### config.mk
export PLATFORM = sky130hd
export DESIGN_NAME = adc_cap_sequencer
export DESIGN_NICKNAME = d
export VERILOG_FILES = /design/src/rtl/adc_cap_sequencer.sv
export SDC_FILE = /design/constraint.sdc
export NUM_CORES = 1
export LEC_CHECK = 0
export CELL_PAD_IN_SITES_DETAIL_PLACEMENT = 0
export CELL_PAD_IN_SITES_GLOBAL_PLACEMENT = 1
export CORE_MARGIN = 2
export CORE_UTILIZATION = 44
export DETAILED_ROUTE_END_ITERATION = 10
export PLACE_DENSITY_LB_ADDON = 0.1
export SLEW_MARGIN = 20
export SYNTH_ARGS = -nofsm -noshare
export SYNTH_HDL_FRONTEND = slang
export SYNTH_SLANG_ARGS = --single-unit
### constraint.sdc
create_clock -name clk_i -period 3.9 [get_ports clk_i]
set_input_delay 0.585 -clock clk_i [delete_from_list [all_inputs] [get_ports clk_i]]
set_output_delay 0.585 -clock clk_i [all_outputs]
set_load 0.02 [all_outputs]
### src/rtl/adc_cap_sequencer.sv
// Capture sequencer: fires ADC buffer capture requests under a channel mask, one channel at a time
// or all together, and checks each buffer starts and finishes within bounded times.
module adc_cap_sequencer #(
    parameter int unsigned NCHAN         = 4,
    parameter int unsigned CAP_HOLD      = 4,
    parameter int unsigned START_TIMEOUT = 16,
    parameter int unsigned DONE_TIMEOUT  = 4096
) (
    input  logic             clk_i,
    input  logic             rst_i,
    input  logic             start_i,
    input  logic             abort_i,
    input  logic             mode_i,
    input  logic [NCHAN-1:0] chan_mask_i,
    input  logic [NCHAN-1:0] done_i,
    output logic [NCHAN-1:0] capture_o,
    output logic             busy_o,
    output logic             complete_o,
    output logic             error_o,
    output logic [3:0]       err_chan_o,
    output logic [3:0]       cur_chan_o
);

    localparam int unsigned TW = $clog2(DONE_TIMEOUT + 1);
    localparam int unsigned HW = $clog2(CAP_HOLD + 1);

    localparam logic [TW-1:0] StartLim = TW'(START_TIMEOUT);
    localparam logic [TW-1:0] DoneLim  = TW'(DONE_TIMEOUT);
    localparam logic [HW-1:0] HoldLast = HW'(CAP_HOLD - 1);

    typedef enum logic [2:0] {
        StIdle,
        StArm,
        StWaitStart,
        StWaitDone,
        StNext,
        StFinish
    } state_e;

    state_e           state_q, state_d;
    logic [NCHAN-1:0] mask_q, mask_d;
    logic [NCHAN-1:0] active_q, active_d;
    logic             mode_q, mode_d;
    logic [HW-1:0]    hold_q, hold_d;
    logic [TW-1:0]    timer_q, timer_d;
    logic [3:0]       cur_q, cur_d;
    logic             error_q, error_d;
    logic [3:0]       err_chan_q, err_chan_d;
    logic [NCHAN-1:0] capture_q;
    logic             busy_q;
    logic             complete_q;
    logic [NCHAN-1:0] remain;

    function automatic logic [3:0] low_idx(input logic [NCHAN-1:0] v);
        logic [3:0] idx;
        idx = 4'd0;
        for (int i = int'(NCHAN) - 1; i >= 0; i--) begin
            if (v[i]) idx = 4'(i);
        end
        return idx;
    endfunction

    function automatic logic [NCHAN-1:0] low_onehot(input logic [NCHAN-1:0] v);
        logic [NCHAN-1:0] oh;
        logic             found;
        oh    = '0;
        found = 1'b0;
        for (int i = 0; i < int'(NCHAN); i++) begin
            if (v[i] && !found) begin
                oh[i] = 1'b1;
                found = 1'b1;
            end
        end
        return oh;
    endfunction

    always_comb begin
        state_d    = state_q;
        mask_d     = mask_q;
        active_d   = active_q;
        mode_d     = mode_q;
        hold_d     = hold_q;
        timer_d    = (timer_q == DoneLim) ? timer_q : timer_q + TW'(1);
        cur_d      = cur_q;
        error_d    = error_q;
        err_chan_d = err_chan_q;
        remain     = mask_q & ~active_q;

        if (abort_i) begin
            // Abort also swallows a start arriving in the same IDLE cycle.
            state_d = StIdle;
        end else begin
            unique case (state_q)
                StIdle: begin
                    if (start_i) begin
                        mask_d     = chan_mask_i;
                        mode_d     = mode_i;
                        error_d    = 1'b0;
                        err_chan_d = 4'd0;
                        hold_d     = '0;
                        if (chan_mask_i == '0) begin
                            // Empty run passes through NEXT, which finds nothing left.
                            active_d = '0;
                            cur_d    = 4'd0;
                            state_d  = StNext;
                        end else if (mode_i) begin
                            active_d = chan_mask_i;
                            cur_d    = 4'd0;
                            state_d  = StArm;
                        end else begin
                            active_d = low_onehot(chan_mask_i);
                            cur_d    = low_idx(chan_mask_i);
                            state_d  = StArm;
                        end
                    end
                end
                StArm: begin
                    if (hold_q == HoldLast) begin
                        timer_d = '0;
                        state_d = StWaitStart;
                    end else begin
                        hold_d = hold_q + HW'(1);
                    end
                end
                StWaitStart: begin
                    if ((active_q & done_i) == '0) begin
                        timer_d = '0;
                        state_d = StWaitDone;
                    end else if (timer_q >= StartLim) begin
                        error_d    = 1'b1;
                        err_chan_d = low_idx(active_q & done_i);
                        state_d    = StNext;
                    end
                end
                StWaitDone: begin
                    if ((active_q & ~done_i) == '0) begin
                        state_d = StNext;
                    end else if (timer_q >= DoneLim) begin
                        error_d    = 1'b1;
                        err_chan_d = low_idx(active_q & ~done_i);
                        state_d    = StNext;
                    end
                end
                StNext: begin
                    // A timeout lands here too, so the remaining channels are skipped.
                    if (error_q || mode_q || (remain == '0)) begin
                        state_d = StFinish;
                    end else begin
                        mask_d   = remain;
                        active_d = low_onehot(remain);
                        cur_d    = low_idx(remain);
                        hold_d   = '0;
                        state_d  = StArm;
                    end
                end
                StFinish: begin
                    state_d = StIdle;
                end
                default: begin
                    state_d = StIdle;
                end
            endcase
        end
    end

    always_ff @(posedge clk_i) begin
        if (rst_i) begin
            state_q    <= StIdle;
            mask_q     <= '0;
            active_q   <= '0;
            mode_q     <= 1'b0;
            hold_q     <= '0;
            timer_q    <= '0;
            cur_q      <= 4'd0;
            error_q    <= 1'b0;
            err_chan_q <= 4'd0;
            capture_q  <= '0;
            busy_q     <= 1'b0;
            complete_q <= 1'b0;
        end else begin
            state_q    <= state_d;
            mask_q     <= mask_d;
            active_q   <= active_d;
            mode_q     <= mode_d;
            hold_q     <= hold_d;
            timer_q    <= timer_d;
            cur_q      <= cur_d;
            error_q    <= error_d;
            err_chan_q <= err_chan_d;
            capture_q  <= (state_d == StArm) ? active_d : '0;
            busy_q     <= (state_d != StIdle);
            complete_q <= (state_d == StFinish);
        end
    end

    assign capture_o  = capture_q;
    assign busy_o     = busy_q;
    assign complete_o = complete_q;
    assign error_o    = error_q;
    assign err_chan_o = err_chan_q;
    assign cur_chan_o = cur_q;

endmodule
Yosys cells after proc, flatten, opt, wreduce, memory -nomap -nowiden
Cells that the tools add are included.
{"block": "classes", "addsub": 2, "multipliers": 0, "div_mod_pow": 0, "magnitude_cmp": 2, "n_eq_ne": 15, "shift": 0, "n_mux": 97, "bitwise": 7, "n_reduce_logical": 28}
{"operator": "2-to-1 mux 4 bit", "count": 28}
{"operator": "2-to-1 mux 13 bit", "count": 4}
{"operator": "2-to-1 mux 1 bit", "count": 41}
{"operator": "2-to-1 mux 3 bit", "count": 12}
{"operator": "one-hot mux 13 bit (2 select lines)", "count": 1}
{"operator": "one-hot mux 4 bit (2 select lines)", "count": 3}
{"operator": "logical NOT 4 bit", "count": 4}
{"operator": "one-hot mux 3 bit (5 select lines)", "count": 1}
{"operator": "!= test 2 bit, second input constant", "count": 7}
{"operator": "adder 13 x 1 -> 13 bit, second input constant", "count": 1}
{"operator": "equality test 13 bit, second input constant", "count": 1}
{"operator": ">= comparator 13 bit, second input constant", "count": 1}
{"operator": ">= comparator 13 x 5 -> 1 bit, second input constant", "count": 1}
{"operator": "bitwise AND 4 bit", "count": 3}
{"operator": "one-hot mux 4 bit (3 select lines)", "count": 1}
{"operator": "equality test 3 x 2 -> 1 bit, second input constant", "count": 3}
{"operator": "one-hot mux 3 bit (3 select lines)", "count": 1}
{"operator": "nonzero test 3 bit", "count": 3}
{"operator": "2-to-1 mux 2 bit", "count": 4}
{"operator": "NOT 4 bit", "count": 2}
{"operator": "AND reduction 7 bit", "count": 1}
{"operator": "equality test 3 x 1 -> 1 bit, second input constant", "count": 2}
{"operator": "equality test 3 bit, second input constant", "count": 2}
{"operator": "logical AND 1 bit", "count": 6}
{"operator": "other kinds (11)", "count": 18}
{"block": "totals", "reg_bits": 43, "latch_bits": 0, "ramBits": 0, "romBits": 0, "word_cells": 163, "mem_count": 0}

Logic depth before layout (Yosys ltp)
{"block": "depth", "depth_word": 30, "ltp_mapped": 7}

Worst setup path after synthesis
No wires, ideal clock.
{"block": "synth_path", "kind": "register -> register", "from": "register hold_q[0]", "to": "register hold_q[0]", "setup_ns": 0.128, "arrival_time_ns": 1.833, "required_time_ns": 3.772, "path_slack_ns": 1.940, "stages_incl_launch_ff": 8, "path_cell_list": "dfxtp_1 -> ha_1 -> ha_1 -> or3b_1 -> a211o_1 -> a211oi_2 -> mux2i_1 -> nor2_1"}
{"block": "synth_via", "elab_chain_cells": 3}
{"item": "start, declared", "line_no": "44", "source": "logic [HW-1:0] hold_q, hold_d;"}
{"item": "start signal, assigned", "line_no": "185", "source": "hold_q <= hold_d;"}
{"item": "adder 3 x 1 -> 3 bit or equality test 3 x 2 -> 1 bit (tied branches)", "line_no": "122, 118"}
{"item": "2-to-1 mux 3 bit or != test 2 bit (tied branches)"}
{"item": "one-hot mux 3 bit (3 select lines) or AND reduction 5 bit (tied branches)"}
Parallel ways exist; a longest one is shown, timed or not. The select of a mux whose other input is x is not followed.
A chain may end at the register's enable or synchronous reset.

Final worst setup path
{"block": "layout_path", "from": "input chan_mask_i[0]", "to": "register capture_q[1], in the netlist capture_o[1]"}
{"block": "layout_via", "elab_chain_cells": 14}
{"item": "start, declared", "line_no": "14", "source": "input logic [NCHAN-1:0] chan_mask_i,"}
{"item": "2-to-1 mux 1 bit", "line_no": "69", "source": "if (v[i] && !found) begin"}
{"item": "2-to-1 mux 1 bit", "line_no": "106", "source": "end else if (mode_i) begin"}
{"item": "2-to-1 mux 1 bit", "line_no": "101", "source": "if (chan_mask_i == '0) begin"}
{"item": "2-to-1 mux 1 bit", "line_no": "95", "source": "if (start_i) begin"}
{"item": "2-to-1 mux 1 bit", "line_no": "93", "source": "unique case (state_q)"}
{"item": "2-to-1 mux 1 bit", "line_no": "89", "source": "if (abort_i) begin"}
{"item": "logical NOT 1 bit", "line_no": "69"}
{"item": "logical AND 1 bit", "line_no": "69"}
{"item": "2-to-1 mux 1 bit", "line_no": "69"}
{"item": "2-to-1 mux 4 bit", "line_no": "106"}
{"item": "2-to-1 mux 4 bit", "line_no": "101"}
{"item": "2-to-1 mux 4 bit", "line_no": "95"}
{"item": "one-hot mux 4 bit (2 select lines)", "line_no": "93"}
{"item": "2-to-1 mux 4 bit", "line_no": "89"}
{"item": "end signal, assigned", "line_no": "190", "source": "capture_q <= (state_d == StArm) ? active_d : '0;"}
{"item": "end, declared", "line_no": "49", "source": "logic [NCHAN-1:0] capture_q;"}
Parallel ways exist; a longest one is shown, timed or not. The select of a mux whose other input is x is not followed.

==> results.py <==
metrics = {
    "critical_path": {
        "cp-startpoint": "chan_mask_i[0]",
        "timing.rr.start": "hold_q[0]",
        "path_max_fanout": 7,
        "worstPathArrival_ns": 2.53,
        "cp-end-kind": "flip-flop",
        "start_kind": "input pin",
        "critPathRequiredTime_ns": 4.07,
        "path_class": "in -> reg",
    },
    "place": {
        "port-buffer-count": 23,
        "postPlaceCellArea_sq_mm": 0.00241,
        "place.gp.congestion": 0.833,
        "place_hpwl_um": 3610,
    },
    "clock_tree": {
        "cts_buffers": 5,
        "postCtsSetupBuffers": 0,
        "ctsResizeCount": 0,
        "cts-root-buf": "clkbuf_8",
        "postCtsHoldBufs": 0,
        "htreeDepth": 2,
        "clkTransAtPathRegs_ns": 0.07,
        "clock_path_buffers": 2,
        "clk_latency_ns": 0.29,
        "clock-sinks": 39,
        "cts_tree": "built",
    },
    "finish": {
        "area_growth_pct": 16.5,
        "stdcell_area_sq_mm": 0.00250,
        "nFillCells": 445,
        "drive_above_1_share_pct": 9.29,
        "fin_nets": 297,
        "diodes": 0,
    },
    "timing": {
        "slew_violations": 0,
        "fmax_ghz": 0.425,
        "layout_worst_path_cycle_share_pct": 60.4,
        "setup_tns_ns": 0,
        "period_needed_ns": 2.36,
        "clock_skew_ns": 0.00751,
        "hold_viol": 0,
        "tightest_slew_ns": 0.786,
        "slew_headroom_pct": 47.4,
        "setup_viol": 0,
        "rsz0062_at_grt": "no",
        "hold_slack_ns": 0.472,
    },
    "run_status": {
        "status": "finished clean",
    },
    "power_and_ir_drop": {
        "power.density_mw_per_mm2": 322,
        "total_power_uw": 804,
        "vdd_ir_drop_max_v": 0.000163,
        "p_leak_uw": 0.000879,
    },
    "global_routing": {
        "antenna_found_initial": 0,
        "grt_pass1_wl_um": 8310,
        "grt_pass1_vias": 1734,
        "grt_max_degree": 20,
        "grt_usage_pct": 19.6,
        "overflow": 0,
    },
    "die": {
        "start_util_pct": 45.4,
        "ios": 28,
        "coreArea_sq_mm": 0.00472,
        "dieArea_sq_mm": 0.00544,
        "fp.dieH_um": 73.8,
        "row_count": 25,
        "die_x_um": 73.8,
    },
    "yosys": {
        "syn_avg_cell_area_sq_um": 8.33,
        "synth_top_family_by_area": "simple AND/OR/NAND/NOR gates",
        "async_flop_share_pct": 0,
        "ys.flop_type": "dfxtp_1",
        "netlist.top_cell.by_area": "dfxtp_1",
        "synth-edff-count": 0,
        "yosys-top-cells-count": "nor2_1 (43), dfxtp_1 (39), a21oi_1 (17)",
        "ys_warn_count": 0,
        "synth_compound_area_share_pct": 19.3,
        "synth_area_leaders": "dfxtp_1 (36%), nor2_1 (7.5%), a21oi_1 (4.0%), nand2b_1 (3.8%), nand2_1 (2.6%)",
        "synthDistinctLibCells": 56,
        "synth_top_area_share_pct": 36.4,
        "synth_mux_area_share_pct": 1.40,
        "netlist_instances": 257,
        "ys_seq_area_share_pct": 36.4,
        "yosysMostFrequentCell": "nor2_1",
        "syn_area_sq_mm": 0.00214,
        "yosys.area_share.adder_pct": 2.34,
        "synthSimpleGateAreaFrac_pct": 32.1,
        "synth-xor-area-share_pct": 4.09,
        "ys_seq_elements": 39,
    },
    "detailed_routing": {
        "dr.pass1.iters": 4,
        "num_vias": 1869,
        "viasPerCell": 5.39,
        "antenna_left": 0,
        "wl_um": 4890,
        "drt_iter0_markers": 123,
        "drc_errors": 0,
        "wl_per_cell_um": 14.1,
    },
    "hold_path": {
        "hp-start": "hold_q[1]",
        "hp-class": "reg -> reg",
    },
    "run": {
        "drv_cap": 0,
    },
}
[metal layers]
metal / share of wire (%) / vias up / GRT usage, %
met5: 0 / - / 0
met4: 0.78 / 0 / 4.85
li1: - / 959 / -
met3: 4.1 / 4 / 4.66
met1: 51 / 859 / 27.9
met2: 44 / 47 / 29.6
[worst paths after layout]
check	to	slack (ns)	cells past startpoint
max	capture_o[1]	1.54	6
min reg2reg	hold_q[1]	0.47	2
max reg2reg	hold_q[2]	1.75	7
min	hold_q[1]	0.47	2
[registers in the layout, summed over array words and instances, names as in the netlist]
| register | cells |
|---|---|
| state_q | 3 |
| active_q | 4 |
| error_o | 1 |
| timer_q | 13 |
| hold_q | 3 |
| complete_o | 1 |
| mask_q | 4 |
| busy_o | 1 |
| cur_chan_o | 2 |
| mode_q | 1 |
| err_chan_o | 2 |
| capture_o | 4 |
[cell usage in the layout (no fill, tap or decap), types with 2 or more instances in the layout]
| master | n |
|---|---|
| nor2_1 | 43 |
| dfxtp_1 | 39 |
| clkdlybuf4s50_1 | 23 |
| a21oi_1 | 17 |
| nand2_1 | 15 |
| nand2b_1 | 13 |
| o21ai_0 | 9 |
| nand3_1 | 9 |
| inv_1 | 8 |
| nor3_1 | 8 |
| xor2_1 | 6 |
| clkbuf_8 | 6 |
| and3_1 | 5 |
| or3b_2 | 5 |
| a22oi_1 | 5 |
| xnor2_1 | 4 |
| ha_1 | 4 |
| conb_1 | 4 |
| nand4_1 | 3 |
| o22ai_1 | 3 |
| nor3b_1 | 3 |
| a211oi_1 | 3 |
| mux2i_1 | 3 |
| and2_1 | 2 |
| nor3_2 | 2 |
| a221oi_1 | 2 |
| or4_4 | 2 |
| a31oi_1 | 2 |
| nor4_1 | 2 |
| o21bai_1 | 2 |
| a211o_1 | 2 |
| a211oi_2 | 2 |
[through the flow]
stage	utilization, %	cells	setup slack (ns)
2_1_floorplan	-	260	1.94
3_3_place_gp	51.0	340	1.34
3_5_place_dp	51.0	340	1.26
4_1_cts	52.8	347	1.57
5_1_grt	52.8	347	1.48
6_report	52.8	347	1.54
[cell type report]
class	instances	area (sq um)	share of cell area (%)
timing repair buffer	23	230	9.22
sequential	39	781	31.3
multi-input combinational	203	1280	51.4
tap	67	83.8	3.36
clock inverter	1	5.00	0.201
inverter	8	30.0	1.20
clock buffer	6	82.6	3.31
[cell families after synthesis]
logic type | after synthesis
mux | 3
simple gates | 125
compound gates | 57
other cells | 1
xor+xnor | 10
buf+inv | 18
fa+ha+maj | 4
flops | 39
[power breakdown]
group,switching [uW],internal (uW)
combinational,60.1,46.7
sequential,12.9,410
clock,136,139
total,209,595
[worst max-delay path: stages]
cell and delay [ns]:
clkdlybuf4s50_1 0.53, or4_1 0.63, a221oi_1 0.46, nor2_1 0.09, nand3_1 0.16, nor2_1 0.07
(Power assumes the default switching activity.)
